==> src/rtl/pc_flow_controller.sv <==
// Program-counter sequencing controller: decodes JMP/CALL/RET/RTI/interrupt into
// PC select lines and runs the interrupt-entry and write-back return sequences.
module pc_flow_controller #(
  parameter int unsigned MAX_WAIT = 15
) (
  input  logic       Clk,
  input  logic       Rst,
  input  logic       InstrValid,
  input  logic       IsJump,
  input  logic       IsCall,
  input  logic       IsRet,
  input  logic       IsRti,
  input  logic       Intr,
  input  logic       WbPcValid,
  output logic       JumpSel,
  output logic       IntSel,
  output logic       RetSel,
  output logic       Stall,
  output logic       Flush,
  output logic       PushPc,
  output logic       PushFlags,
  output logic       PopFlags,
  output logic       TimeoutErr,
  output logic [2:0] State
);

  localparam logic [2:0] IDLE           = 3'd0;
  localparam logic [2:0] INT_PUSH_PC    = 3'd1;
  localparam logic [2:0] INT_PUSH_FLAGS = 3'd2;
  localparam logic [2:0] INT_VECTOR     = 3'd3;
  localparam logic [2:0] WAIT_WB        = 3'd4;
  localparam logic [2:0] RTI_FLAGS      = 3'd5;

  localparam logic [3:0] LAST_CNT = 4'(MAX_WAIT - 1);

  logic [2:0] state, nextState;
  logic       opRti, intPending, timeoutReg;
  logic [3:0] waitCnt;

  logic jumpC, intC, retC, stallC, flushC, pushPcC, pushFlagsC, popFlagsC;
  logic startWait, incWait, setTimeout;

  always_comb begin
    nextState  = state;
    jumpC      = 1'b0;
    intC       = 1'b0;
    retC       = 1'b0;
    stallC     = 1'b0;
    flushC     = 1'b0;
    pushPcC    = 1'b0;
    pushFlagsC = 1'b0;
    popFlagsC  = 1'b0;
    startWait  = 1'b0;
    incWait    = 1'b0;
    setTimeout = 1'b0;
    case (state)
      IDLE: begin
        if (InstrValid && IsJump) begin
          jumpC  = 1'b1;
          flushC = 1'b1;
        end else if (InstrValid && (IsCall || IsRet || IsRti)) begin
          flushC    = 1'b1;
          startWait = 1'b1;
          nextState = WAIT_WB;
        end else if (Intr || intPending) begin
          nextState = INT_PUSH_PC;
        end
      end
      INT_PUSH_PC: begin
        stallC    = 1'b1;
        flushC    = 1'b1;
        pushPcC   = 1'b1;
        nextState = INT_PUSH_FLAGS;
      end
      INT_PUSH_FLAGS: begin
        stallC     = 1'b1;
        flushC     = 1'b1;
        pushFlagsC = 1'b1;
        nextState  = INT_VECTOR;
      end
      INT_VECTOR: begin
        intC      = 1'b1;
        flushC    = 1'b1;
        nextState = IDLE;
      end
      WAIT_WB: begin
        flushC = 1'b1;
        if (WbPcValid) begin
          retC      = 1'b1;
          nextState = opRti ? RTI_FLAGS : IDLE;
        end else begin
          stallC = 1'b1;
          if (waitCnt == LAST_CNT) begin
            setTimeout = 1'b1;
            nextState  = IDLE;
          end else begin
            incWait = 1'b1;
          end
        end
      end
      RTI_FLAGS: begin
        popFlagsC = 1'b1;
        flushC    = 1'b1;
        nextState = IDLE;
      end
      default: nextState = IDLE;
    endcase
  end

  always_ff @(posedge Clk) begin
    if (Rst) begin
      state      <= IDLE;
      opRti      <= 1'b0;
      intPending <= 1'b0;
      waitCnt    <= '0;
      timeoutReg <= 1'b0;
    end else begin
      state <= nextState;
      // Entering INT_PUSH_PC consumes the request; a still-high level re-arms it afterwards.
      if (state == IDLE && nextState == INT_PUSH_PC)
        intPending <= 1'b0;
      else if (Intr)
        intPending <= 1'b1;
      if (startWait) begin
        opRti   <= IsRti & ~IsCall & ~IsRet;
        waitCnt <= '0;
      end else if (incWait) begin
        waitCnt <= waitCnt + 4'd1;
      end
      if (setTimeout)
        timeoutReg <= 1'b1;
    end
  end

  // Reset forces every output low in the same cycle, abandoning any pending RetSel.
  assign JumpSel    = ~Rst & jumpC;
  assign IntSel     = ~Rst & intC;
  assign RetSel     = ~Rst & retC;
  assign Stall      = ~Rst & stallC;
  assign Flush      = ~Rst & flushC;
  assign PushPc     = ~Rst & pushPcC;
  assign PushFlags  = ~Rst & pushFlagsC;
  assign PopFlags   = ~Rst & popFlagsC;
  assign TimeoutErr = ~Rst & timeoutReg;
  assign State      = Rst ? '0 : state;

endmodule

==> config.mk <==
export PLATFORM = sky130hd
export DESIGN_NAME = pc_flow_controller
export DESIGN_NICKNAME = d
export VERILOG_FILES = /design/src/rtl/pc_flow_controller.sv
export SDC_FILE = /design/constraint.sdc
export NUM_CORES = 1
export LEC_CHECK = 0
export CORE_MARGIN = 10
export CORE_UTILIZATION = 36
export DETAILED_ROUTE_END_ITERATION = 8
export GPL_TIMING_DRIVEN = 0
export HOLD_SLACK_MARGIN = 0.15
export PLACE_DENSITY_LB_ADDON = 0.15
export SKIP_LAST_GASP = 1
export SYNTH_ARGS = -nofsm -noshare
export SYNTH_HDL_FRONTEND = slang
export SYNTH_SLANG_ARGS = --single-unit
==> constraint.sdc <==
create_clock -name Clk -period 1.4 [get_ports Clk]
set_input_delay 0.35 -clock Clk [delete_from_list [all_inputs] [get_ports Clk]]
set_output_delay 0.35 -clock Clk [all_outputs]
set_load 0.01 [all_outputs]
==> flow_summary.json <==
{
  "fillers": 134,
  "fin_crit_ps": 1830,
  "numCtsBuffers": 3,
  "path_buf_inv": 1,
  "synth_compound_area_frac": 0.230,
  "path_cells": "or4b_4 > nor3b_2 > buf_2",
  "drc": 0,
  "finalCritPeriodShare": 1.31,
  "drv_slew": 0,
  "cts_buffer_depth": 2,
  "crit_arrival_ps": 1480,
  "grt_max_degree": 11,
  "crit_type": "reg2out",
  "run_status": "finished with violations",
  "fin_util": 0.663,
  "slowest_stage": "or4b_4",
  "seq_area_frac_synth": 0.321,
  "p_sw_frac": 0.317,
  "yosys_warnings": 0,
  "synth-seq-cells": 10,
  "place.port_buffers": 19,
  "stdcell_area_um2": 1040,
  "power_frac_clock": 0.215,
  "synth_most_common_cell": "dfxtp_1",
  "clock.fmax_mhz": 545,
  "diodes": 0,
  "p_int_mw": 0.618,
  "worstPathMaxFanout": 3,
  "clk_pin_slew_ps": 60,
  "htreeDepth": 1,
  "violations": "setup timing",
  "timing.slew.headroom": 0.748,
  "stdcell_count": 126,
  "area_growth_pct": 67.3,
  "vias_per_cell": 5.72,
  "synth_nets": 87,
  "dp_slack_ps": -1160,
  "drive_above_1_share": 0.445,
  "ios": 21,
  "cts_sinks": 10,
  "nNetsFinal": 123,
  "rsz0062_at_grt": "true",
  "vias": 721,
  "setup_slack_ps": -433,
  "grt_pass1_wl_mm": 2.91,
  "p_total_mw": 0.904,
  "dp_cells": 111,
  "fp.coreArea_um2": 1580,
  "power.switching_mw": 0.287,
  "synth_flop_cell": "dfxtp_1",
  "p_seq_frac": 0.371,
  "cts_root_buffer": "clkbuf_4",
  "tightest_slew_ps": 375,
  "start_kind": "flop",
  "finalSetupViolations": 17,
  "antenna_left": 0,
  "antenna_found_initial": 0,
  "critPathTopFamily": "simple AND/OR/NAND/NOR gates",
  "combPwrFrac": 0.414,
  "clk_latency_ps": 260,
  "hold_viol_final": 0,
  "place_hpwl_mm": 1.25,
  "synthMuxAreaShare": 0,
  "end_kind": "primary output",
  "cap_violations": 0,
  "synth_cell_types": 36,
  "wl_per_cell_um": 15.0,
  "synth_top_family_by_area": "simple AND/OR/NAND/NOR gates",
  "synthAdderAreaFrac": 0.0401,
  "synth_edf_count": 0,
  "synthCells": 76,
  "synth.area.top_cells": "dfxtp_1 32%, a21oi_1 6.4%, a311oi_1 4.2%, ha_1 4.0%, nor2_1 3.6%",
  "peakVddDrop_mv": 0.604,
  "grt_pass1_vias": 677,
  "synth_top_area_share": 0.321,
  "required_ps": 1050,
  "synth_top_cell_by_area": "dfxtp_1",
  "dieHeight_um": 61.6,
  "place.gp.congestion": 0.692,
  "syn_avg_cell_area_um2": 8.22,
  "die_w_um": 61.6,
  "num_rows": 14,
  "dieArea_um2": 3800,
  "p_per_area_nw_per_um2": 865,
  "synth_simple_gate_area_share": 0.327,
  "syn_area_um2": 624,
  "place_area_um2": 876,
  "drt_first_iter_violations": 7,
  "slowest_delay_ps": 560,
  "leakagePower_nw": 0.468,
  "whs_ps": 431,
  "finClkSkew_ps": 3.83,
  "setup-tns-final_ps": -3460,
  "routed_wl_mm": 1.89,
  "hp-class": "in2reg",
  "grt_overflow_total": 0,
  "grt.total_usage": 0.0995,
  "drt-pass1-iter-count": 4,
  "synthTopCellsByCount": "10 x dfxtp_1, 8 x a21oi_1, 6 x nor2_1",
  "rrSetupSlack_ps": -220,
  "cts_hold_buf": 0,
  "synth_xor_area_frac": 0.0140,
  "synthArstFlopShare": 0,
  "start_util": 0.396,
  "cts_tree": "built"
}
[worst reg2reg max path, delay by kind of cell, from the launching register on]
family / cells / cell delay, ps
flip-flops: 1 / 350
buffers and inverters: 1 / 150
AO/OA/AOI/OAI: 1 / 130
AND/OR/NAND/NOR: 2 / 890
[metal layers]
layer / GRT usage / part of all wire / vias to the layer above
met3: 0.0535 / 0.095 / 5
met1: 0.114 / 0.45 / 338
met2: 0.157 / 0.44 / 23
li1: - / - / 355
met4: 0.0287 / 0.019 / 0
met5: 0 / 0 / -
[worst paths after layout]
path                            startpoint          to  cells after the start
worst max register to register    state[2]       opRti                      4
worst max-delay path              state[2]     JumpSel                      3
worst min register to register  timeoutReg  timeoutReg                      2
worst min-delay path                   Rst  timeoutReg                      2
[final cells by class]
cell class | instances | area, um2 | share of cell area
Multi-Input combinational cell | 57 | 462 | 0.442
Timing Repair Buffer | 32 | 262 | 0.250
Sequential cell | 10 | 209 | 0.200
Buffer | 4 | 52.6 | 0.0503
Clock buffer | 3 | 22.5 | 0.0216
Tap cell | 16 | 20.0 | 0.0192
Inverter | 4 | 17.5 | 0.0168
[kinds of logic after synthesis]
| family | Yosys count |
|---|---|
| simple gates | 33 |
| buf+inv | 9 |
| fa+ha+maj | 2 |
| flops | 10 |
| xor+xnor | 1 |
| compound gates | 21 |
[sequential cells by signal, indices dropped and copies added, names as in the netlist]
register	flops
intPending	1
state	3
waitCnt	4
timeoutReg	1
opRti	1
[power by group through the flow]
stage | sequential (mW) | combinational, mW | clock [mW]
after floorplan | 0.319 | 0.176 | 0
after global placement | 0.323 | 0.268 | 0
after detailed placement | 0.324 | 0.272 | 0
after CTS | 0.324 | 0.351 | 0.200
after global routing | 0.337 | 0.403 | 0.218
final | 0.336 | 0.374 | 0.194
[cell usage in the layout (no fill, tap or decap), drive strengths merged, types with 2 or more instances in the layout]
cell            n
buf            25
dfxtp          10
a21oi           8
nor2            6
clkbuf          5
dlygate4sd2     4
nor3            4
clkdlybuf4s15   4
inv             4
nor2b           3
a311oi          3
nor3b           3
and3            3
or3             3
nand3           2
ha              2
a21o            2
[repair_timing]
item / 4_1_cts / 5_1_grt
pin swaps: 6 / 7
resized for setup: 72 / 9
setup buffers: 9 / 5
endpoints found under the setup margin: 21 / 19
No activity file was read; power rests on OpenSTA's default activity.
